## src/rtl/jk_seq_pkg.sv

```systemverilog
// Shared encodings for the JK-stage counter: FSM states, JK op codes and
// the per-cycle register mode chosen by the controller.
package jk_seq_pkg;

  typedef enum logic [1:0] {
    ST_IDLE = 2'b00,
    ST_RUN  = 2'b01,
    ST_DONE = 2'b10
  } state_e;

  // Op code bits are {J, K}, so a stage can be driven straight from the code.
  typedef enum logic [1:0] {
    OP_HOLD   = 2'b00,
    OP_RESET  = 2'b01,
    OP_SET    = 2'b10,
    OP_TOGGLE = 2'b11
  } jk_op_e;

  typedef enum logic [1:0] {
    MODE_HOLD   = 2'b00,
    MODE_LOAD   = 2'b01,
    MODE_COUNT  = 2'b10,
    MODE_RELOAD = 2'b11
  } mode_e;

  function automatic jk_op_e load_op(input logic bit_val);
    return bit_val ? OP_SET : OP_RESET;
  endfunction

endpackage

```

## src/rtl/jk_ff_cell.sv

```systemverilog
// Single rising-edge JK flip-flop stage with asynchronous active-low clear.
module jk_ff_cell
  import jk_seq_pkg::*;
(
  input  logic clk_i,
  input  logic rst_ni,
  input  logic j_i,
  input  logic k_i,
  output logic q_o
);

  logic q_q;

  always_ff @(posedge clk_i or negedge rst_ni) begin
    if (!rst_ni) begin
      q_q <= 1'b0;
    end else begin
      unique case ({j_i, k_i})
        OP_HOLD:   q_q <= q_q;
        OP_RESET:  q_q <= 1'b0;
        OP_SET:    q_q <= 1'b1;
        default:   q_q <= ~q_q;
      endcase
    end
  end

  assign q_o = q_q;

endmodule

```

## src/rtl/jk_count_seq.sv

```systemverilog
// Up/down counter built from JK stages under an IDLE/RUN/DONE controller.
// Build option JK_SEQ_WRAP_EN: terminal count reloads and pulses tc_o instead of entering DONE.
module jk_count_seq
  import jk_seq_pkg::*;
#(
  parameter int WIDTH = 4
) (
  input  logic             clk_i,
  input  logic             rst_ni,
  input  logic             start_i,
  input  logic             stop_i,
  input  logic             load_i,
  input  logic             up_i,
  input  logic [WIDTH-1:0] d_in_i,
  input  logic [WIDTH-1:0] term_i,
  output logic [WIDTH-1:0] q_o,
  output logic             busy_o,
  output logic             done_o,
  output logic             tc_o,
  output state_e           state_o
);

  // Control inputs are plain levels sampled on every rising edge; there is no
  // handshake, and every output is a register or a decode of a register.
  state_e           state_q, state_d;
  mode_e            mode;
  logic [WIDTH-1:0] q;
  logic [WIDTH-1:0] tgl;
  logic [WIDTH-1:0] j, k;

  always_ff @(posedge clk_i or negedge rst_ni) begin
    if (!rst_ni) state_q <= ST_IDLE;
    else         state_q <= state_d;
  end

`ifdef JK_SEQ_WRAP_EN
  logic tc_q, tc_d;

  always_ff @(posedge clk_i or negedge rst_ni) begin
    if (!rst_ni) tc_q <= 1'b0;
    else         tc_q <= tc_d;
  end

  assign tc_o = tc_q;
`else
  assign tc_o = 1'b0;
`endif

  always_comb begin
    state_d = state_q;
    mode    = MODE_HOLD;
`ifdef JK_SEQ_WRAP_EN
    tc_d    = 1'b0;
`endif
    unique case (state_q)
      ST_IDLE: begin
        if (load_i)       mode    = MODE_LOAD;
        else if (start_i) state_d = ST_RUN;
      end
      ST_RUN: begin
        // Terminal test uses the pre-update value, so starting at term counts nothing.
        if (stop_i) begin
          state_d = ST_IDLE;
        end else if (q == term_i) begin
`ifdef JK_SEQ_WRAP_EN
          mode = MODE_RELOAD;
          tc_d = 1'b1;
`else
          state_d = ST_DONE;
`endif
        end else begin
          mode = MODE_COUNT;
        end
      end
      ST_DONE: begin
        if (load_i) begin
          mode    = MODE_LOAD;
          state_d = ST_IDLE;
        end else if (stop_i) begin
          state_d = ST_IDLE;
        end
      end
      default: state_d = ST_IDLE;
    endcase
  end

  // Bit i toggles when all lower bits are ones (up) or zeros (down).
  always_comb begin
    logic chain;
    chain = 1'b1;
    for (int i = 0; i < WIDTH; i++) begin
      tgl[i] = chain;
      chain  = chain & (up_i ? q[i] : ~q[i]);
    end
  end

  always_comb begin
    jk_op_e op;
    for (int i = 0; i < WIDTH; i++) begin
      unique case (mode)
        MODE_LOAD:   op = load_op(d_in_i[i]);
        MODE_COUNT:  op = tgl[i] ? OP_TOGGLE : OP_HOLD;
        MODE_RELOAD: op = load_op(~up_i);
        default:     op = OP_HOLD;
      endcase
      {j[i], k[i]} = op;
    end
  end

  for (genvar g = 0; g < WIDTH; g++) begin : g_stage
    jk_ff_cell u_cell (
      .clk_i  (clk_i),
      .rst_ni (rst_ni),
      .j_i    (j[g]),
      .k_i    (k[g]),
      .q_o    (q[g])
    );
  end

  assign q_o     = q;
  assign busy_o  = (state_q == ST_RUN);
  assign done_o  = (state_q == ST_DONE);
  assign state_o = state_q;

endmodule

```

## config.mk

```make
export PLATFORM = sky130hd
export DESIGN_NAME = jk_count_seq
export DESIGN_NICKNAME = d
export VERILOG_FILES = /design/src/rtl/jk_seq_pkg.sv /design/src/rtl/jk_ff_cell.sv /design/src/rtl/jk_count_seq.sv
export SDC_FILE = /design/constraint.sdc
export NUM_CORES = 1
export LEC_CHECK = 0
export CORE_AREA = 2 2 43 45
export DETAILED_ROUTE_END_ITERATION = 8
export DIE_AREA = 0 0 45 47
export PLACE_DENSITY = 0.75
export SKIP_CTS_REPAIR_TIMING = 1
export SYNTH_ARGS = -nofsm -noshare
export SYNTH_HDL_FRONTEND = slang
export SYNTH_SLANG_ARGS = --single-unit
```

## constraint.sdc

```tcl
create_clock -name clk_i -period 2.64 [get_ports clk_i]
set_input_delay 0.528 -clock clk_i [delete_from_list [all_inputs] [get_ports clk_i]]
set_output_delay 0.528 -clock clk_i [all_outputs]
set_load 0.02 [all_outputs]
```

Word level (Yosys, flattened, before mapping)
Cells that the tools add are included.
- equal/unequal tests: 18
- mux-type cells: 30
- bitwise logic cells: 6
- reductions and logical operators: 7
- operators with widths (cell ; number):
    2-to-1 mux 2 bit ; 16
    one-hot mux 2 bit (3 select lines) ; 5
    equality test 2 bit, second input constant ; 7
    equality test 2 x 1 -> 1 bit, second input constant ; 6
    one-hot mux 1 bit (3 select lines) ; 4
    zero test 2 bit ; 5
    equality test 4 bit ; 1
    2-to-1 mux 1 bit ; 4
    != test 2 bit, second input constant ; 2
    NOT 1 bit ; 4
    one-hot mux 2 bit (2 select lines) ; 1
    AND reduction 4 bit ; 1
    != test 3 x 2 -> 1 bit, second input constant ; 1
    != test 3 bit, second input constant ; 1
    AND 1 bit ; 2
    OR reduction 2 bit ; 1
- register bits: 6
- bits of input ports: 14
- output and inout port bits: 9
- word-level logic and storage cells: 66

Depth between registers and ports, before layout
Gate-level depths: netlist of run 1.
- word-level depth: 8
- gate-level depth with buffers: 7
- gate-level depth less buffers: 6

Cells and area by module
A second synthesis of run 1 with hierarchy kept.
- cells, all modules: 74
- area total of the unflattened synthesis: 651.9 sq um
- by module, submodules not included (module ; instances ; cells each ; area an instance (sq um) ; seq. area each (sq um)):
    jk_ff_cell ; 4 ; 9 ; 86.3 ; 25.0
    jk_count_seq ; 1 ; 38 ; 306.5 ; 50.0

Least setup slack after synthesis of run 1
OpenSTA, ideal clock, no wires.
- kind: input -> register
- from: in up_i
- to: reg g_stage[2].u_cell.q_q
- library setup time: 94 ps
- arrival time: 1864 ps
- data required time: 2546 ps
- path slack: 682 ps
- stages: 6
- buffers on the path: 0
- path through: or2_2 o21ai_0 a31oi_1 ha_1 nor3b_1 a211oi_1
- longest elaborated chain between the ends: 6
- elaborated cells between the ends (all ways): 10
- those cells by class: eq/ne (2); mux (6); bitwise (1); reduce/logical (1)
- ends and longest elaborated chain (element ; line ; RTL):
    from (decl) ; jk_count_seq.sv:13 ; input logic up_i,
    2-to-1 mux 1 bit ; jk_count_seq.sv:93 ; chain = chain & (up_i ? q[i] : ~q[i]);
    AND 1 bit ; jk_count_seq.sv:93 ;
    2-to-1 mux 2 bit ; jk_count_seq.sv:102 ; MODE_COUNT: op = tgl[i] ? OP_TOGGLE : OP_HOLD;
    one-hot mux 2 bit (3 select lines) (*) ; jk_count_seq.sv:100 ; unique case (mode)
    equality test 2 bit (tied with other cells) ; jk_ff_cell.sv:18 ; unique case ({j_i, k_i})
    one-hot mux 1 bit (3 select lines) ; jk_ff_cell.sv:18 ;
    to (signal assigned) ; jk_ff_cell.sv:19 ; OP_HOLD: q_q <= q_q;
    to (signal assigned) ; jk_ff_cell.sv:22 ; default: q_q <= ~q_q;
    to (decl) ; jk_ff_cell.sv:12 ; logic q_q;
Mark *: on every way between the ends. The rest lies on a longest branch, timed or not.
A chain may end at the register's enable or synchronous reset.

Worst setup path after layout of run 1
Ends and elaborated chain as after synthesis.

==> impl_metrics.py, run 1 <==
metrics = {
    "detailed_routing": {
        "vias_per_cell": 5.46,
        "vias": 617,
        "drtIter0Drc": 9,
        "drt_wl_total_um": 1450,
        "final_antenna_net_count": 0,
        "drc_errors": 0,
        "drtPass1Iterations": 3,
        "wl_per_cell_um": 12.8,
    },
    "final_layout": {
        "syn2layout_area_growth_pct": 32.6,
        "drive_gt1_frac": 0.0833,
        "finish.net_count": 120,
        "diodes": 0,
        "utilization": 0.548,
        "final_cell_area_um2": 906,
    },
    "die": {
        "rows": 15,
        "coreArea_mm2": 0.00165,
        "die_w_um": 45,
        "fp.dieH_um": 47,
        "initial_core_util": 0.414,
        "io_pins": 23,
        "die_area_mm2": 0.00212,
    },
    "sta": {
        "setup_viol": 0,
        "whs_ns": 0.520,
        "min_period_over_period": 0.879,
        "hold_viol_final": 0,
        "finalSetupTns_ns": 0,
        "fin_crit_ns": 2.32,
        "rsz0062_at_grt": "no",
        "maxClockFrequency_mhz": 431,
        "drv_slew": 0,
        "finClkSkew_ns": 0.00694,
    },
    "yosys": {
        "syn_inst": 77,
        "yosys.area.top_type_share": 0.220,
        "synth_seq_cells": 6,
        "yosysUniqueCellTypes": 31,
        "ys_seq_area_frac": 0.220,
        "synth.most_common_cell": "nor2_1",
        "synth_edf_count": 0,
        "synth.area.top_cells": "dfrtp_1 22%, ha_1 15%, buf_4 5.5%",
        "async_flop_share": 1.00,
        "avgSynthCellArea_um2": 8.87,
        "synthFlopType": "dfrtp_1",
        "synth_common_cells": "9 x nor2_1, 8 x ha_1, 6 x dfrtp_1",
        "syn_area_um2": 683,
        "yosys.area.top_type": "dfrtp_1",
        "syn_nets": 99,
        "yosys_warnings": 0,
    },
    "hold_path": {
        "hp-class": "reg -> reg",
    },
    "grt": {
        "grt.overflow.total": 0,
        "grt_max_degree": 15,
        "grt.total_usage": 0.138,
        "grt_pass1_wl_um": 2100,
        "antenna_found_initial": 0,
        "grt_pass1_vias": 487,
    },
    "placed_design": {
        "io_buffers": 21,
        "dpl-instance-area_um2": 883,
        "dpl.hpwl_um": 1140,
        "gp_congestion": 0.662,
    },
    "power": {
        "peakVddDrop_v": 0.000407,
        "leakage_nw": 0.365,
        "total_power_w": 0.000698,
        "powerDensity_mw_per_mm2": 771,
    },
    "status": {
        "status": "finished, final reports clean",
    },
    "job": {
        "drv_cap": 0,
    },
    "setup_path": {
        "crit_fanout": 5,
        "crit_required_ns": 2.80,
        "arrival_ns": 2.49,
        "critPathLaunchType": "input port",
        "crit_type": "in -> reg",
        "cp-end-kind": "flop",
    },
    "clock_tree": {
        "clk_pin_slew_ns": 0.05,
        "cts_tree": "built",
        "insertion_delay_ns": 0.25,
        "numCtsBuffers": 3,
        "cts-root-buf": "clkbuf_4",
        "clock_path_buffers": 2,
        "htreeDepth": 1,
        "clkSinkCount": 6,
    },
}
## where the power goes
group          switching, W  internal, W
Combinational      0.000202     0.000218
Clock             0.0000382    0.0000518
Sequential        0.0000605     0.000128
## through the flow
step                      cells  setup slack, ns
final                       113            0.319
after global routing        113            0.167
after CTS                   113            0.311
after detailed placement    110           0.0505
after global placement      110            0.149
after floorplan              77            0.682
## metal layers
metal / vias to the layer above / GRT usage / wire [um] / share of wire
met2: 15 / 0.226 / 699 / 0.48
met4: 0 / 0.0529 / 0 / 0
met5: - / 0 / 0 / 0
met3: 0 / 0.0231 / 66 / 0.046
li1: 317 / - / - / -
met1: 285 / 0.182 / 684 / 0.47
## path summary, 6_finish.rpt
| kind | end | slack (ns) | cells after the start | from |
|---|---|---|---|---|
| worst max-delay path | g_stage[2].u_cell.q_o | 0.32 | 7 | up_i |
| worst min-delay path | g_stage[3].u_cell.q_o | 0.52 | 1 | g_stage[3].u_cell.q_o |
| worst max register to register | g_stage[2].u_cell.q_o | 0.63 | 6 | g_stage[0].u_cell.q_o |
| worst min register to register | g_stage[3].u_cell.q_o | 0.52 | 1 | g_stage[3].u_cell.q_o |
| max in group asynchronous | g_stage[0].u_cell.q_o | 1.86 | 1 | rst_ni |
| min in group asynchronous | g_stage[3].u_cell.q_o | 0.53 | 1 | rst_ni |
## registers in the layout, summed over array words and instances, names as in the netlist
signal and count:
state_o 2, g_stage.u_cell.q_o 4
## layout make-up
type / count / area (um2)
Clock buffer: 3 / 22.5
Inverter: 1 / 3.75
Tap cell: 17 / 21.3
Timing Repair Buffer: 23 / 225
Fill cell: 162 / 746
Sequential cell: 6 / 150
Multi-Input combinational cell: 63 / 483
## critical path: stages
cell	delay, ns
clkdlybuf4s50_1	0.46
or2_2	0.35
o21ai_0	0.31
a31oi_1	0.17
ha_1	0.33
nor3b_1	0.14
a211oi_1	0.19
## layout by cell type (no fill, tap or decap), types with 3 or more instances in the layout
cell             instances
clkbuf_4                 3
a211oi_1                 4
nor2b_1                  5
clkdlybuf4s50_1         21
nor3b_1                  4
xnor2_1                  4
dfrtp_1                  6
ha_1                     8
nor2_1                   9
## cells by family (layout without fill, tap and decap cells)
group,after synthesis,in the layout,synth area share
compound gates,20,20,0.240
xor+xnor,4,4,0.0513
fa+ha+maj,8,8,0.147
buf+inv,8,27,0.0732
flops,6,6,0.220
other cells,1,1,0.00549
simple gates,30,30,0.264
No activity file was read; power rests on OpenSTA's default activity.
==> run 2: changes to the inputs <==
Settings changed: CELL_PAD_IN_SITES_DETAIL_PLACEMENT set to 0, CELL_PAD_IN_SITES_GLOBAL_PLACEMENT set to 2, CORE_AREA 2 2 43 45 to 2 2 48 67, DIE_AREA 0 0 45 47 to 0 0 50 69.
==> impl_metrics.py, run 2 (synthesis results as in run 1) <==
metrics = {
    "status": {
        "status": "finished, final reports clean",
    },
    "clock_tree": {
        "htreeDepth": 1,
        "clk_pin_slew_ns": 0.04,
        "clkSinkCount": 6,
        "insertion_delay_ns": 0.23,
        "cts_tree": "built",
        "numCtsBuffers": 3,
        "clock_path_buffers": 2,
        "cts-root-buf": "clkbuf_8",
    },
    "die": {
        "die_area_mm2": 0.00345,
        "initial_core_util": 0.240,
        "fp.dieH_um": 69,
        "die_w_um": 50,
        "rows": 23,
        "coreArea_mm2": 0.00285,
        "io_pins": 23,
    },
    "final_layout": {
        "layout_commonest_cell": "clkdlybuf4s50_1",
        "multiInputGateArea_um2": 483,
        "drive_gt1_frac": 0.0833,
        "largest_reg_flops": 4,
        "final_cell_mix": "21 x clkdlybuf4s50_1, 9 x nor2_1, 8 x ha_1",
        "diodes": 0,
        "finish.net_count": 120,
        "n_fill_cell": 301,
        "syn2layout_area_growth_pct": 39.0,
        "seq_area_um2": 150,
    },
    "setup_path": {
        "crit_required_ns": 2.78,
        "cp-end-kind": "flop",
        "critPathLaunchType": "input port",
        "crit_fanout": 5,
        "arrival_ns": 2.45,
        "crit_type": "in -> reg",
    },
    "detailed_routing": {
        "drt_wl_total_um": 1640,
        "wl_per_cell_um": 12.4,
        "vias_per_cell": 4.75,
        "final_antenna_net_count": 0,
        "drc_errors": 0,
        "drtPass1Iterations": 4,
        "drtIter0Drc": 11,
        "vias": 632,
    },
    "placed_design": {
        "io_buffers": 21,
        "post-place-ws_ns": 0.0932,
        "dpl.hpwl_um": 1260,
        "gp_congestion": 0.763,
    },
    "grt": {
        "grt_pass1_vias": 577,
        "grt.total_usage": 0.105,
        "grt_pass1_wl_um": 2680,
        "grt_max_degree": 15,
        "antenna_found_initial": 0,
        "grt.overflow.total": 0,
    },
    "hold_path": {
        "hp-class": "reg -> reg",
    },
    "power": {
        "leakage_nw": 0.373,
        "powerDensity_mw_per_mm2": 799,
        "peakVddDrop_v": 0.000226,
    },
    "sta": {
        "hold_viol_final": 0,
        "setup_viol": 0,
        "min_period_over_period": 0.875,
        "finClkSkew_ns": 0.000874,
        "fin_crit_ns": 2.31,
        "setup_ws_ns": 0.330,
        "rsz0062_at_grt": "no",
        "finalSetupTns_ns": 0,
        "drv_slew": 0,
        "maxClockFrequency_mhz": 433,
    },
    "job": {
        "drv_cap": 0,
    },
}
==> run 2: cell counts in the layout (fill, tap and decap cells not counted) <==
No cell type changed its count.
==> run 2: cell type report <==
cell class | instances | area share
multi-input cells | 63 | 0.509
repair buffers | 23 | 0.237
flip-flops and latches | 6 | 0.158
well taps | 37 | 0.0487
clock buffers | 3 | 0.0435
inverters | 1 | 0.00395
==> run 2: path summary, 6_finish.rpt <==
| kind | start | end | slack (ns) | depth (start not counted) |
|---|---|---|---|---|
| max | up_i | g_stage[2].u_cell.q_o | 0.33 | 7 |
| max in group asynchronous | rst_ni | state_o[1] | 1.83 | 1 |
| min reg2reg | g_stage[3].u_cell.q_o | g_stage[3].u_cell.q_o | 0.52 | 1 |
| min | g_stage[3].u_cell.q_o | g_stage[3].u_cell.q_o | 0.52 | 1 |
| max reg2reg | g_stage[0].u_cell.q_o | g_stage[2].u_cell.q_o | 0.66 | 6 |
| min in group asynchronous | rst_ni | g_stage[2].u_cell.q_o | 0.57 | 1 |
==> run 2: worst max-delay path: stages <==
cell and delay (ns):
clkdlybuf4s50_1 0.47, or2_2 0.35, o21ai_0 0.28, a31oi_1 0.16, ha_1 0.32, nor3b_1 0.14
a211oi_1 0.19
==> run 2: where the power goes <==
| group | total, W | switching (W) | leakage, nW | internal [W] |
|---|---|---|---|---|
| Sequential | 0.000193 | 0.0000644 | 0.0721 | 0.000129 |
| Combinational | 0.000423 | 0.000206 | 0.279 | 0.000217 |
| Clock | 0.000143 | 0.0000446 | 0.0216 | 0.0000984 |
| Total | 0.000759 | 0.000315 | 0.373 | 0.000444 |
==> run 2: per-stage QoR <==
stage | instance area, um2 | total power, W | utilization | std cells | hold WS, ns
after floorplan | 683 | 0.000500 | - | 77 | 0.232
after global placement | 908 | 0.000614 | 0.319 | 130 | 0.513
after detailed placement | 908 | 0.000620 | 0.319 | 130 | 0.527
after CTS | 950 | 0.000769 | 0.333 | 133 | 0.532
after global routing | 950 | 0.000826 | 0.333 | 133 | 0.562
final | 950 | 0.000759 | 0.333 | 133 | 0.521
==> run 2: layer usage <==
layer  wire length (um)  track usage  up-vias
met5                  0            0        -
met4                 51       0.0833        0
li1                   -            -      315
met2                815        0.164       24
met1                695        0.119      289
met3                 80       0.0238        4
==> run 3: changes to the inputs <==
Settings changed: GPL_ROUTABILITY_DRIVEN set to 0.
==> results of run 3 <==
The final DEF is identical to that of run 2; final timing and power are the same.
